===== src/rtl/prog_fetch_seq_if.sv =====
// prog_fetch_seq_if
//   Bus bundle between the fetch sequencer, the program bit memory and the
//   IL execute core.
//   A           : program memory address (sequencer -> memory)
//   DQ          : program memory read data, combinational on A
//   INSTR       : instruction presented to the execute core
//   INSTR_VALID : INSTR is valid
//   INSTR_READY : execute core accepts INSTR
//   master = sequencer side, slave = memory/core side.
interface prog_fetch_seq_if #(
    parameter int DW = 18,
    parameter int AW = 12
);
    logic [AW-1:0] A;
    logic [DW-1:0] DQ;
    logic [DW-1:0] INSTR;
    logic          INSTR_VALID;
    logic          INSTR_READY;

    modport master (
        output A, INSTR, INSTR_VALID,
        input  DQ, INSTR_READY
    );

    modport slave (
        input  A, INSTR, INSTR_VALID,
        output DQ, INSTR_READY
    );
endinterface


===== src/rtl/prog_fetch_seq.sv =====
// prog_fetch_seq
//   Instruction fetch / scan sequencer for the PLC program memory. Walks the
//   program from address 0, swallows JMP and END opcodes locally, issues every
//   other word to the execute core over valid/ready, and counts scans. A step
//   counter trips a sticky watchdog fault if a scan runs away.
// Ports:
//   CLK, RST   : clock (rising edge), synchronous active-high reset
//   RUN        : level, 1 = run scans continuously
//   bus        : master side of prog_fetch_seq_if (A/DQ memory, INSTR handshake)
//   SCAN_DONE  : one-cycle pulse per END reached
//   SCAN_CNT   : completed scan count, wraps
//   WD_ERR     : sticky watchdog fault, cleared only by RST
module prog_fetch_seq #(
    parameter int          DW        = 18,
    parameter int          AW        = 12,
    parameter logic [5:0]  OP_END    = 6'h3F,
    parameter logic [5:0]  OP_JMP    = 6'h3E,
    parameter logic [15:0] MAX_STEPS = 16'd8192
) (
    input  logic                     CLK,
    input  logic                     RST,
    input  logic                     RUN,
    prog_fetch_seq_if.master         bus,
    output logic                     SCAN_DONE,
    output logic [15:0]              SCAN_CNT,
    output logic                     WD_ERR
);

    typedef enum logic [2:0] {
        S_IDLE,
        S_FETCH,
        S_ISSUE,
        S_WRAP,
        S_FAULT
    } state_t;

    state_t        r_state;
    logic [AW-1:0] r_pc;
    logic [DW-1:0] r_instr;
    logic          r_valid;
    logic          r_done;
    logic [15:0]   r_scan_cnt;
    logic          r_wd_err;
    logic [15:0]   r_steps;

    logic [5:0]    w_op;
    logic [AW-1:0] w_tgt;

    assign w_op  = bus.DQ[DW-1:DW-6];
    assign w_tgt = bus.DQ[AW-1:0];

    assign bus.A           = r_pc;
    assign bus.INSTR       = r_instr;
    assign bus.INSTR_VALID = r_valid;
    assign SCAN_DONE       = r_done;
    assign SCAN_CNT        = r_scan_cnt;
    assign WD_ERR          = r_wd_err;

    always_ff @(posedge CLK) begin
        if (RST) begin
            r_state    <= S_IDLE;
            r_pc       <= '0;
            r_instr    <= '0;
            r_valid    <= 1'b0;
            r_done     <= 1'b0;
            r_scan_cnt <= '0;
            r_wd_err   <= 1'b0;
            r_steps    <= '0;
        end else begin
            r_done <= 1'b0;
            unique case (r_state)
                S_IDLE: begin
                    r_pc    <= '0;
                    r_steps <= '0;
                    if (RUN) r_state <= S_FETCH;
                end

                S_FETCH: begin
                    // Every fetch cycle counts toward the watchdog, including
                    // swallowed JMP/END words.
                    r_steps <= r_steps + 16'd1;
                    if (!RUN) begin
                        r_state <= S_IDLE;
                        r_pc    <= '0;
                        r_steps <= '0;
                    end else if (r_steps == MAX_STEPS - 16'd1) begin
                        r_state  <= S_FAULT;
                        r_wd_err <= 1'b1;
                    end else if (w_op == OP_END) begin
                        // Pulse is raised on entry so it is high during WRAP.
                        r_state <= S_WRAP;
                        r_done  <= 1'b1;
                    end else if (w_op == OP_JMP) begin
                        r_pc <= w_tgt;
                    end else begin
                        r_instr <= bus.DQ;
                        r_valid <= 1'b1;
                        r_state <= S_ISSUE;
                    end
                end

                S_ISSUE: begin
                    // RUN is deliberately ignored: an issued word always
                    // completes its handshake.
                    if (bus.INSTR_READY) begin
                        r_valid <= 1'b0;
                        r_pc    <= r_pc + 1'b1;  // wraps modulo 2^AW
                        r_state <= S_FETCH;
                    end
                end

                S_WRAP: begin
                    r_scan_cnt <= r_scan_cnt + 16'd1;
                    r_pc       <= '0;
                    r_steps    <= '0;
                    r_state    <= RUN ? S_FETCH : S_IDLE;
                end

                S_FAULT: begin
                    r_valid  <= 1'b0;
                    r_wd_err <= 1'b1;
                end

                default: r_state <= S_IDLE;
            endcase
        end
    end

endmodule


===== src/flat_wrapper.sv =====
// flat-port wrapper written by rule: the top's interface ports become plain ports
module prog_fetch_seq_flat 
#(
    parameter int          DW        = 18,
    parameter int          AW        = 12,
    parameter logic [5:0]  OP_END    = 6'h3F,
    parameter logic [5:0]  OP_JMP    = 6'h3E,
    parameter logic [15:0] MAX_STEPS = 16'd8192
)
  (CLK, RST, RUN, SCAN_DONE, SCAN_CNT, WD_ERR, bus_A, bus_INSTR, bus_INSTR_VALID, bus_DQ, bus_INSTR_READY);
  prog_fetch_seq_if #(.DW(DW), .AW(AW)) bus_i ();
  input  logic CLK;
  input  logic RST;
  input  logic RUN;
  output logic SCAN_DONE;
  output logic [15:0] SCAN_CNT;
  output logic WD_ERR;
  output wire logic [$bits(bus_i.A)-1:0] bus_A;
  output wire logic [$bits(bus_i.INSTR)-1:0] bus_INSTR;
  output wire logic [$bits(bus_i.INSTR_VALID)-1:0] bus_INSTR_VALID;
  input wire logic [$bits(bus_i.DQ)-1:0] bus_DQ;
  input wire logic [$bits(bus_i.INSTR_READY)-1:0] bus_INSTR_READY;
  assign bus_A = bus_i.A;
  assign bus_INSTR = bus_i.INSTR;
  assign bus_INSTR_VALID = bus_i.INSTR_VALID;
  assign bus_i.DQ = bus_DQ;
  assign bus_i.INSTR_READY = bus_INSTR_READY;
  prog_fetch_seq #(.DW(DW), .AW(AW), .OP_END(OP_END), .OP_JMP(OP_JMP), .MAX_STEPS(MAX_STEPS)) u_core (.CLK(CLK), .RST(RST), .RUN(RUN), .bus(bus_i), .SCAN_DONE(SCAN_DONE), .SCAN_CNT(SCAN_CNT), .WD_ERR(WD_ERR));
endmodule

===== config.mk =====
export PLATFORM = sky130hd
export DESIGN_NAME = prog_fetch_seq_flat
export DESIGN_NICKNAME = d
export VERILOG_FILES = /design/src/rtl/prog_fetch_seq_if.sv /design/src/rtl/prog_fetch_seq.sv /design/src/flat_wrapper.sv
export SDC_FILE = /design/constraint.sdc
export NUM_CORES = 1
export LEC_CHECK = 0
export ABC_CLOCK_PERIOD_IN_PS = 3100
export BUFFER_PORTS_ARGS = -buffer_cell sky130_fd_sc_hd__buf_2
export CORE_MARGIN = 4
export CORE_UTILIZATION = 45
export DETAILED_ROUTE_END_ITERATION = 8
export GPL_ROUTABILITY_DRIVEN = 0
export PLACE_DENSITY_LB_ADDON = 0.3
export SYNTH_ARGS = -nofsm -noshare
export SYNTH_HDL_FRONTEND = slang
export SYNTH_SLANG_ARGS = --single-unit

===== constraint.sdc =====
create_clock -name CLK -period 3.1 [get_ports CLK]
set_input_delay 0.31 -clock CLK [delete_from_list [all_inputs] [get_ports CLK]]
set_output_delay 0.31 -clock CLK [all_outputs]
set_load 0.005 [all_outputs]

# Yosys cells after proc, flatten, opt, wreduce, memory -nomap -nowiden
# Index checks and enable logic that the tools add are counted.
totals:
  regBits: 68
  inputBits: 22
  output_inout_bits: 49
op_classes:
  add_sub_neg: 3
  n_eq_ne: 18
  muxes: 26
  bitwise: 6
  n_reduce_logical: 12
op_table:
  columns: ["operator", "count"]
  rows:
  - ["$mux W12", 5]
  - ["$pmux W12 S3", 1]
  - ["$add A16 B1 Y16 const B", 2]
  - ["$pmux W16 S2", 1]
  - ["$mux W3", 6]
  - ["$eq A16 B13 Y1 const B", 1]
  - ["$mux W16", 1]
  - ["$pmux W3 S5", 1]
  - ["$add A12 B1 Y12 const B", 1]
  - ["$eq A6 B6 Y1 const B", 2]
  - ["$ne A2 B2 Y1 const B", 6]
  - ["$reduce_and A5 Y1", 2]
  - ["$mux W1", 9]
  - ["$eq A3 B2 Y1 const B", 2]
  - ["$ne A3 B3 Y1 const B", 2]
  - ["$not A1 Y1", 6]
  - ["$reduce_and A6 Y1", 1]
  - ["$reduce_bool A3 Y1", 2]
  - ["$ne A5 B3 Y1 const B", 1]
  - ["$reduce_and A4 Y1", 1]
  - ["$reduce_bool A2 Y1", 2]
  - ["$reduce_or A4 Y1", 1]
  - ["$eq A3 B1 Y1 const B", 1]
  - ["$eq A3 B3 Y1 const B", 1]
  - ["other kinds (7)", 7]

# Longest topological paths before layout
# Gate-level depths: netlist (run 1).
depth:
  word_depth: 6
  ltp_mapped: 8

# Worst setup path before layout (run 1)
# OpenSTA, ideal clock, no wires.
synth_timing:
  kind: "reg2reg"
  start: "register u_core.r_steps[0]"
  end: "register u_core.r_instr[13], in the netlist u_core.bus.INSTR[13]"
  setup_time_ns: 0.119
  t_arrival_ns: 1.711
  required_ns: 2.981
  slack_ns: 1.270
  stages_incl_launch_ff: 8
  path_cell_list: "dfxtp_1 ha_1 and4_1 nand3_2 o211a_1 buf_6 buf_6 o221a_1"
synth_between:
  elab_chain_len: 3
synth_rtl:
  columns: ["element", "line", "source"]
  rows:
  - ["start, declared", "prog_fetch_seq.sv:44", "logic [15:0] r_steps;"]
  - ["start signal, assigned", "prog_fetch_seq.sv:81", "r_steps <= r_steps + 16'd1;"]
  - ["$eq A16 B13 Y1", "prog_fetch_seq.sv:86", "end else if (r_steps == MAX_STEPS - 16'd1) begin"]
  - ["$not A1 Y1 (no line)", null, null]
  - ["$reduce_and A5 Y1 (no line)", null, null]
  - ["end signal, assigned", "prog_fetch_seq.sv:96", "r_instr <= bus.DQ;"]
  - ["end, declared", "prog_fetch_seq.sv:39", "logic [DW-1:0] r_instr;"]
# No other way between the ends.
# A chain may end at the register's enable or synchronous reset.

# Final worst setup path (run 1)
layout_timing:
  start: "register u_core.r_state[0]"
  end: "register u_core.r_instr[1], in the netlist u_core.bus.INSTR[1]"
layout_between:
  elab_chain_len: 2
layout_rtl:
  columns: ["element", "line", "source"]
  rows:
  - ["start, declared", "prog_fetch_seq.sv:37", "state_t r_state;"]
  - ["start signal, assigned", "prog_fetch_seq.sv:116", "r_state <= RUN ? S_FETCH : S_IDLE;"]
  - ["$eq A3 B1 Y1", "prog_fetch_seq.sv:71", "unique case (r_state)"]
  - ["$reduce_and A5 Y1 (no line)", null, null]
# No other way between the ends.

==> run metrics, run 1 <==
Worst Path Arrival ~2600 ps; total track usage just under 20%; Ys Warns 0; ranking of synthesized cells by area dfxtp_1 41%, nor2_1 5.4%, a21oi_1 4.4%; largest net degree at the start of global routing 37; Max Buffers Root-to-Sink 2; Final Hold Fails 0; final worst path period need approximately 2400 ps; Crit Path Category reg2reg; Fillers roughly 700; Hold Crit Class in2reg; FP Rows 31; final net count roughly 470; die area between 8000 and 9000 um^2; flops & latches, synth 68; setup repair after global routing missed its margin no; maximum vdd drop 0.251 mV; First DRT Iteration DRCs 100; cells after synthesis roughly 380; Antenna Cells 0; max_cap viols 0; max_slew headroom about two fifths; cts bufs inserted 9; Routed WL 8210 um; fraction of registers with async set/reset 0%; post-cts repair resize count 0; post-synthesis sequential area ratio ~41%; CTS tree done; CTS clk-pin slew, worst paths around 70 ps; average cell area after synthesis a little under 9 um^2; Post-synth EDFFs 0; via/cell ratio 5.64; worst-skew pair later-pin latency around 340 ps; Synth area leader dfxtp_1; Power Total 0.00202 W; Max Used Layer met4; Yosys cell types 51; FMAX approximately 420 MHz; H-tree Lvls 3; total iterations of the first detailed-routing run 4; setup bufs post-CTS 0; metal2 WL between 3000 and 4000 um; IO buf count 70; Setup Skew about 5.2 ps; syn nets 404; Slew Viols, Final 0; clk root buf clkbuf_8; layout cells sized above 1 between 20% and 30%; leakage around 1.5 nW; Initial Util 46.2%; GR Overflow Total 0; CP Launch Type register; required time worst endpoint between 3000 and 4000 ps; final setup fails 0; Synth top area share 40.8%; vias in the first global route roughly 3000; Die Width around 94 um; antenna violations before repair 0; Post-Syn Area around 3300 um^2; crit-path max FO 19; routed via count between 3000 and 4000; Synth Flop Type dfxtp_1; Core Footprint approximately 7200 um^2; P&R area growth vs syn 18.2%; Final ANT Viol Nets 0; Avg WL per Cell between 15 and 20 um; setup TNS 0 ps; Worst-Margin Slew 872 ps; Power per Cell Area ~510 nW/um^2; met3 WL 378 um; final worst-path cycle share approximately three quarters; Top Ports approximately 70; first-pass GRT wire length 14000 um; die height around 94 um; Setup crit end kind register; status complete, no violations; Routed met1 length approximately 3800 um; drt drc 0; cts hold-fix bufs 0; CTS sink cnt a little under 70; Detail Placement HPWL ~5800 um
-- critical path, cell delays in order, from the launching register on --
cell	delay, ps
dfxtp_1	630
and4bb_2	510
o211a_1	790
mux2i_1	270
nor2_1	50
-- flip-flops by register name, summed over array words and instances (netlist names) --
name / flops
u_core.bus.INSTR: 18
u_core.SCAN_CNT: 16
u_core.r_steps: 16
u_core.bus.A: 12
u_core.r_state: 3
u_core.SCAN_DONE: 1
u_core.WD_ERR: 1
u_core.bus.INSTR_VALID: 1
-- logic make-up after synthesis --
group,synth area share [%]
simple gates,23.1
compound gates,21.9
flops,40.8
buf+inv,3.90
xor+xnor,5.25
mux,3.90
fa+ha+maj,1.13
-- layout by cell type (no fill, tap or decap), types with 4 or more instances in the layout --
cell      count
o21ai_0      12
xnor2_1       5
a311oi_2      7
o211ai_1      8
o221a_1       5
nand2_1      26
nand3_1      18
nor4_1        4
inv_1         5
a22oi_1       7
xor2_1       15
nor2_1       48
mux2i_1      13
o31ai_1       7
or3_1        10
and4_1        5
buf_2        70
clkbuf_8     10
dfxtp_1      68
nand4_1       7
a21oi_1      29
nand2b_1      4
nor3_1       12
-- synth_stat cells, drive strengths merged (7+ instances only) --
master and count:
o21ai 13, clkbuf 13, buf 8, nand4 7, mux2i 13, or3 10, nor3 12, o211ai 8
a21oi 32, xor2 15, nand3 19, nor2 48, nand2 26, a22oi 7, a311oi 10, o31ai 7
dfxtp 68
-- routing by layer --
layer	up-vias	global-route usage [%]
li1	1519	-
met1	1468	25.1
met2	83	32.2
met3	10	3.77
met4	0	8.66
met5	-	0
-- area by class of cell --
class                      count  area [um^2]  share of cell area [%]
multi-input combinational    284         1840                    46.8
sequential                    68         1360                    34.6
timing repair buffer          73          373                    9.46
clock buffer                  11          141                    3.59
tap                           99          124                    3.14
clock inverter                 5         75.1                    1.91
inverter                       6         22.5                   0.572
-- through the flow --
step,cells,hold WS [ps],utilization (%),setup slack [ps],instance area (um^2)
after floorplan,379,440,-,1270,3330
after global placement,530,441,51.6,800,3720
after detailed placement,530,447,51.6,703,3720
after CTS,546,214,54.6,697,3940
after global routing,546,235,54.6,505,3940
final,546,224,54.6,718,3940
-- path summary, 6_finish.rpt --
check / slack [ps] / cells after the start / start / end
setup / recovery: 720 / 4 / u_core.r_state[0]$_SDFFE_PP0P_ / u_core.bus.INSTR[1]$_SDFFE_PP0P_
hold / removal: 220 / 3 / bus_DQ[3] / u_core.bus.INSTR[3]$_SDFFE_PP0P_
setup reg to reg: 720 / 4 / u_core.r_state[0]$_SDFFE_PP0P_ / u_core.bus.INSTR[1]$_SDFFE_PP0P_
hold reg to reg: 450 / 2 / u_core.WD_ERR$_SDFFE_PP0P_ / u_core.WD_ERR$_SDFFE_PP0P_
-- report_power, final --
group	switching (W)	internal [W]	leakage, nW
sequential	0.0000429	0.000907	0.550
clock	0.000336	0.000471	0.113
combinational	0.000152	0.000112	0.879
total	0.000530	0.00149	1.54
Power figures use the tool's default switching activity.
==> inputs of run 2 (changes only) <==
Settings changed: ABC_AREA from default to 1, ABC_CLOCK_PERIOD_IN_PS 3100 to 2200.
Clock period 3.1 ns to 2.2 ns, I/O delays scaled along.
==> run 2 against run 1 <==
First-iteration DRC count rose by 86%. Setup slack got worse by 520 ps. Via count up 23%. Area after synthesis is 7.8% higher. Critical path type unchanged. Maximum frequency increased by 19%. Global-route usage shrank 0.095 points. Design area grew 6.6%. Register-to-register slack got worse by 520 ps. Sequential power increased by 45%. Sequential share of layout area down 2.1 points. Hold slack got worse by 35 ps.
==> run metrics, run 2 <==
final setup margin 196 ps (-523 ps); largest net degree at the start of global routing 35 (-5.4%); Multi-input gate area 1870 um^2 (+1.2%); post-synthesis sequential area ratio 37.9% (-2.9 points); Post-synth EDFFs 0 (unchanged); FMAX 499 MHz (+19%); Worst-Margin Slew 501 ps (-371 ps); synth cell count leaders 133 x nand2_1, 73 x nor2_1, 71 x inv_1, 68 x dfxtp_1, 51 x a21oi_1; Fillers 795 (+14%); FP Rows 32 (+3.2%); Core Footprint 7730 um^2 (+7.1%); total iterations of the first detailed-routing run 5 (+1); routed via count 3791 (+23%); First DRT Iteration DRCs 186 (+86%); CP Launch Type register; first-pass GRT wire length 15600 um (+11%); R2R Path Start u_core.r_steps[0]$_SDFFE_PP0P_; antenna violations before repair 0 (unchanged); Yosys cell types 30 (-41%); sequential power share 48.4% (+1.4 points); final worst path period need 2000 ps (-377 ps); via/cell ratio 5.18 (-8.2%); worst slack at placement 57.6 ps (-646 ps); Setup crit end kind register; Antenna Cells 0 (unchanged); average cell area after synthesis 6.46 um^2 (-27%); Hold Crit Class in2reg; layout cells sized above 1 17.6% (-5.9 points); syn nets 581 (+44%); FF+latch area 1360 um^2 (unchanged); clk root buf clkbuf_8; r2r endpoint u_core.bus.INSTR[12]$_SDFFE_PP0P_; switching power 0.000899 W (+69%); die area 9480 um^2 (+7.1%); IO buf count 70 (unchanged); max reg flops 18 (unchanged); maximum vdd drop 0.314 mV (+25%); GR Overflow Total 0 (unchanged); required time worst endpoint 2460 ps (-860 ps); cts bufs inserted 9 (unchanged); switching part of the total 31.7% (+5.4 points); setup TNS 0 ps (unchanged); Slew Viols, Final 0 (unchanged); final worst-path cycle share 91.1% (+14 points); Pint 0.00194 W (+30%); met1 usage 26.5% (+1.4 points); ranking of synthesized cells by area dfxtp_1 38%, nand2_1 14%, nor2_1 7.6%; status complete, no violations; Setup Skew 12.4 ps (+7.20 ps); die height 97.4 um (+3.5%); Final ANT Viol Nets 0 (unchanged); flops & latches, synth 68 (unchanged); max_cap viols 0 (unchanged); P&R area growth vs syn 16.9%; cells after synthesis 556 (+47%); leakage 1.81 nW (+18%); Routed WL 9130 um (+11%); Avg WL per Cell 12.5 um (-17%); most frequent cells in the layout 133 x nand2_1, 73 x nor2_1, 71 x inv_1; final net count 650 (+39%); worst-skew pair later-pin latency 340 ps (about the same); part of the power in combinational logic 19.5% (+6.5 points); Synth top area share 37.9% (-2.9 points); max_slew headroom 66.5% (+25 points); CTS sink cnt 68 (unchanged); Crit Path Category reg2reg; Worst Hold Path EP u_core.bus.INSTR[5]$_SDFFE_PP0P_; setup repair after global routing missed its margin no; Synth Flop Type dfxtp_1; total track usage 19.6% (-0.095 points); Max Buffers Root-to-Sink 2 (unchanged); hold-critical path depth 3 (unchanged); R2R depth 7 (+3); Final Hold Fails 0 (unchanged); top-count cell post-synth nand2_1; Post-Syn Area 3590 um^2 (+7.8%); Detail Placement HPWL 6830 um (+18%); Hold Path Origin bus_DQ[5]; Power per Cell Area 676 nW/um^2 (+32%); vias in the first global route 3394 (+13%); crit-path max FO 34 (+15); global route hottest layer met2; Die Width 97.4 um (+3.5%); Top Ports 71 (unchanged); final setup fails 0 (unchanged); Synth area leader dfxtp_1; drt drc 0 (unchanged); grt met2 use 31.2% (-1.0 points); global-route met3 utilization 4.09% (+0.33 points); clock share of power 32.1% (-7.8 points); Initial Util 46.5% (+0.28 points); fraction of registers with async set/reset 0% (unchanged); CTS tree done; Ys Warns 0 (unchanged); Worst Path Arrival 2260 ps (-340 ps); CTS clk-pin slew, worst paths 80 ps (about the same); commonest non-fill, non-tap cell in the layout nand2_1; Reg2Reg Setup Slack 200 ps (-520 ps); H-tree Lvls 3 (unchanged)
run 2: cell types whose count changed in the layout (fill, tap and decap cells not counted), sizes merged, moves of 7 or more:
cell    delta
a311oi    -10
inv       +70
nand3     +20
mux2i     -13
nand2    +115
xor2      -15
o21ai     +37
or3       -10
a22oi      -7
nor2      +25
a21oi     +23
o31ai      -7
run 2: worst max path at each step:
stage | start | end | slack (ps) | cells past startpoint
3_5_place_dp | u_core.r_steps[0]$_SDFFE_PP0P_ | u_core.bus.INSTR[12]$_SDFFE_PP0P_ | 60 | 7
3_3_place_gp | u_core.r_steps[0]$_SDFFE_PP0P_ | u_core.bus.INSTR[9]$_SDFFE_PP0P_ | 270 | 7
5_1_grt | u_core.r_steps[0]$_SDFFE_PP0P_ | u_core.bus.INSTR[12]$_SDFFE_PP0P_ | 10 | 7
4_1_cts | u_core.r_steps[0]$_SDFFE_PP0P_ | u_core.bus.INSTR[12]$_SDFFE_PP0P_ | 30 | 7
6_report | u_core.r_steps[0]$_SDFFE_PP0P_ | u_core.bus.INSTR[12]$_SDFFE_PP0P_ | 200 | 7
2_1_floorplan | u_core.r_steps[0]$_SDFFE_PP0P_ | u_core.bus.A[3]$_SDFFE_PP0P_ | 540 | 8
run 2: critical path: stages, from the launching register on:
cell	delay, ps
dfxtp_1	380
ha_1	200
nand3_1	120
nor2_1	430
nand2_2	170
nand3_4	270
o21ai_0	150
a21oi_1	190
run 2: metrics by stage:
step / cell area, um^2 / instances / utilization [%] / total power [W] / hold WS, ps
after detailed placement: 4020 / 716 / 52.0 / 0.00195 / 432
after CTS: 4190 / 732 / 54.2 / 0.00286 / 174
after global placement: 4020 / 716 / 52.0 / 0.00194 / 429
final: 4200 / 732 / 54.3 / 0.00284 / 190
after global routing: 4200 / 732 / 54.3 / 0.00300 / 201
after floorplan: 3590 / 556 / - / 0.00177 / 410
run 2: kinds of logic after synthesis:
| kind of cell | after synthesis | synth area share, % |
|---|---|---|
| buffers and inverters | 93 | 10.4 |
| adders and majority gates | 3 | 1.04 |
| and+or+nand+nor | 276 | 33.3 |
| DFF | 68 | 37.9 |
| AOI/OAI and AO/OA | 116 | 17.4 |
run 2: layout make-up:
cell class	count	area share, %
Multi-Input combinational cell	395	44.4
Tap cell	102	3.04
Clock buffer	12	3.46
Sequential cell	68	32.4
Clock inverter	4	0.596
Inverter	76	6.82
Timing Repair Buffer	75	9.24
run 2: what timing repair did:
action                     CTS  global route
gates resized for setup      0             1
setup endpoints to repair    0            16
setup buffers                0             0
hold buffers                 0             0
run 2: power groups by stage:
stage               Sequential [W]  Clock (W)  Combinational, W
floorplan                  0.00139          0          0.000374
global placement           0.00140          0          0.000538
detailed placement         0.00140          0          0.000549
CTS                        0.00138   0.000934          0.000551
global route               0.00139   0.000984          0.000628
finish                     0.00138   0.000911          0.000553
run 2: layer usage:
metal	part of all wire (%)	routed length, um
met1	47	4310
met2	45	4120
met3	6.3	574
met4	1.4	127
met5	0	0
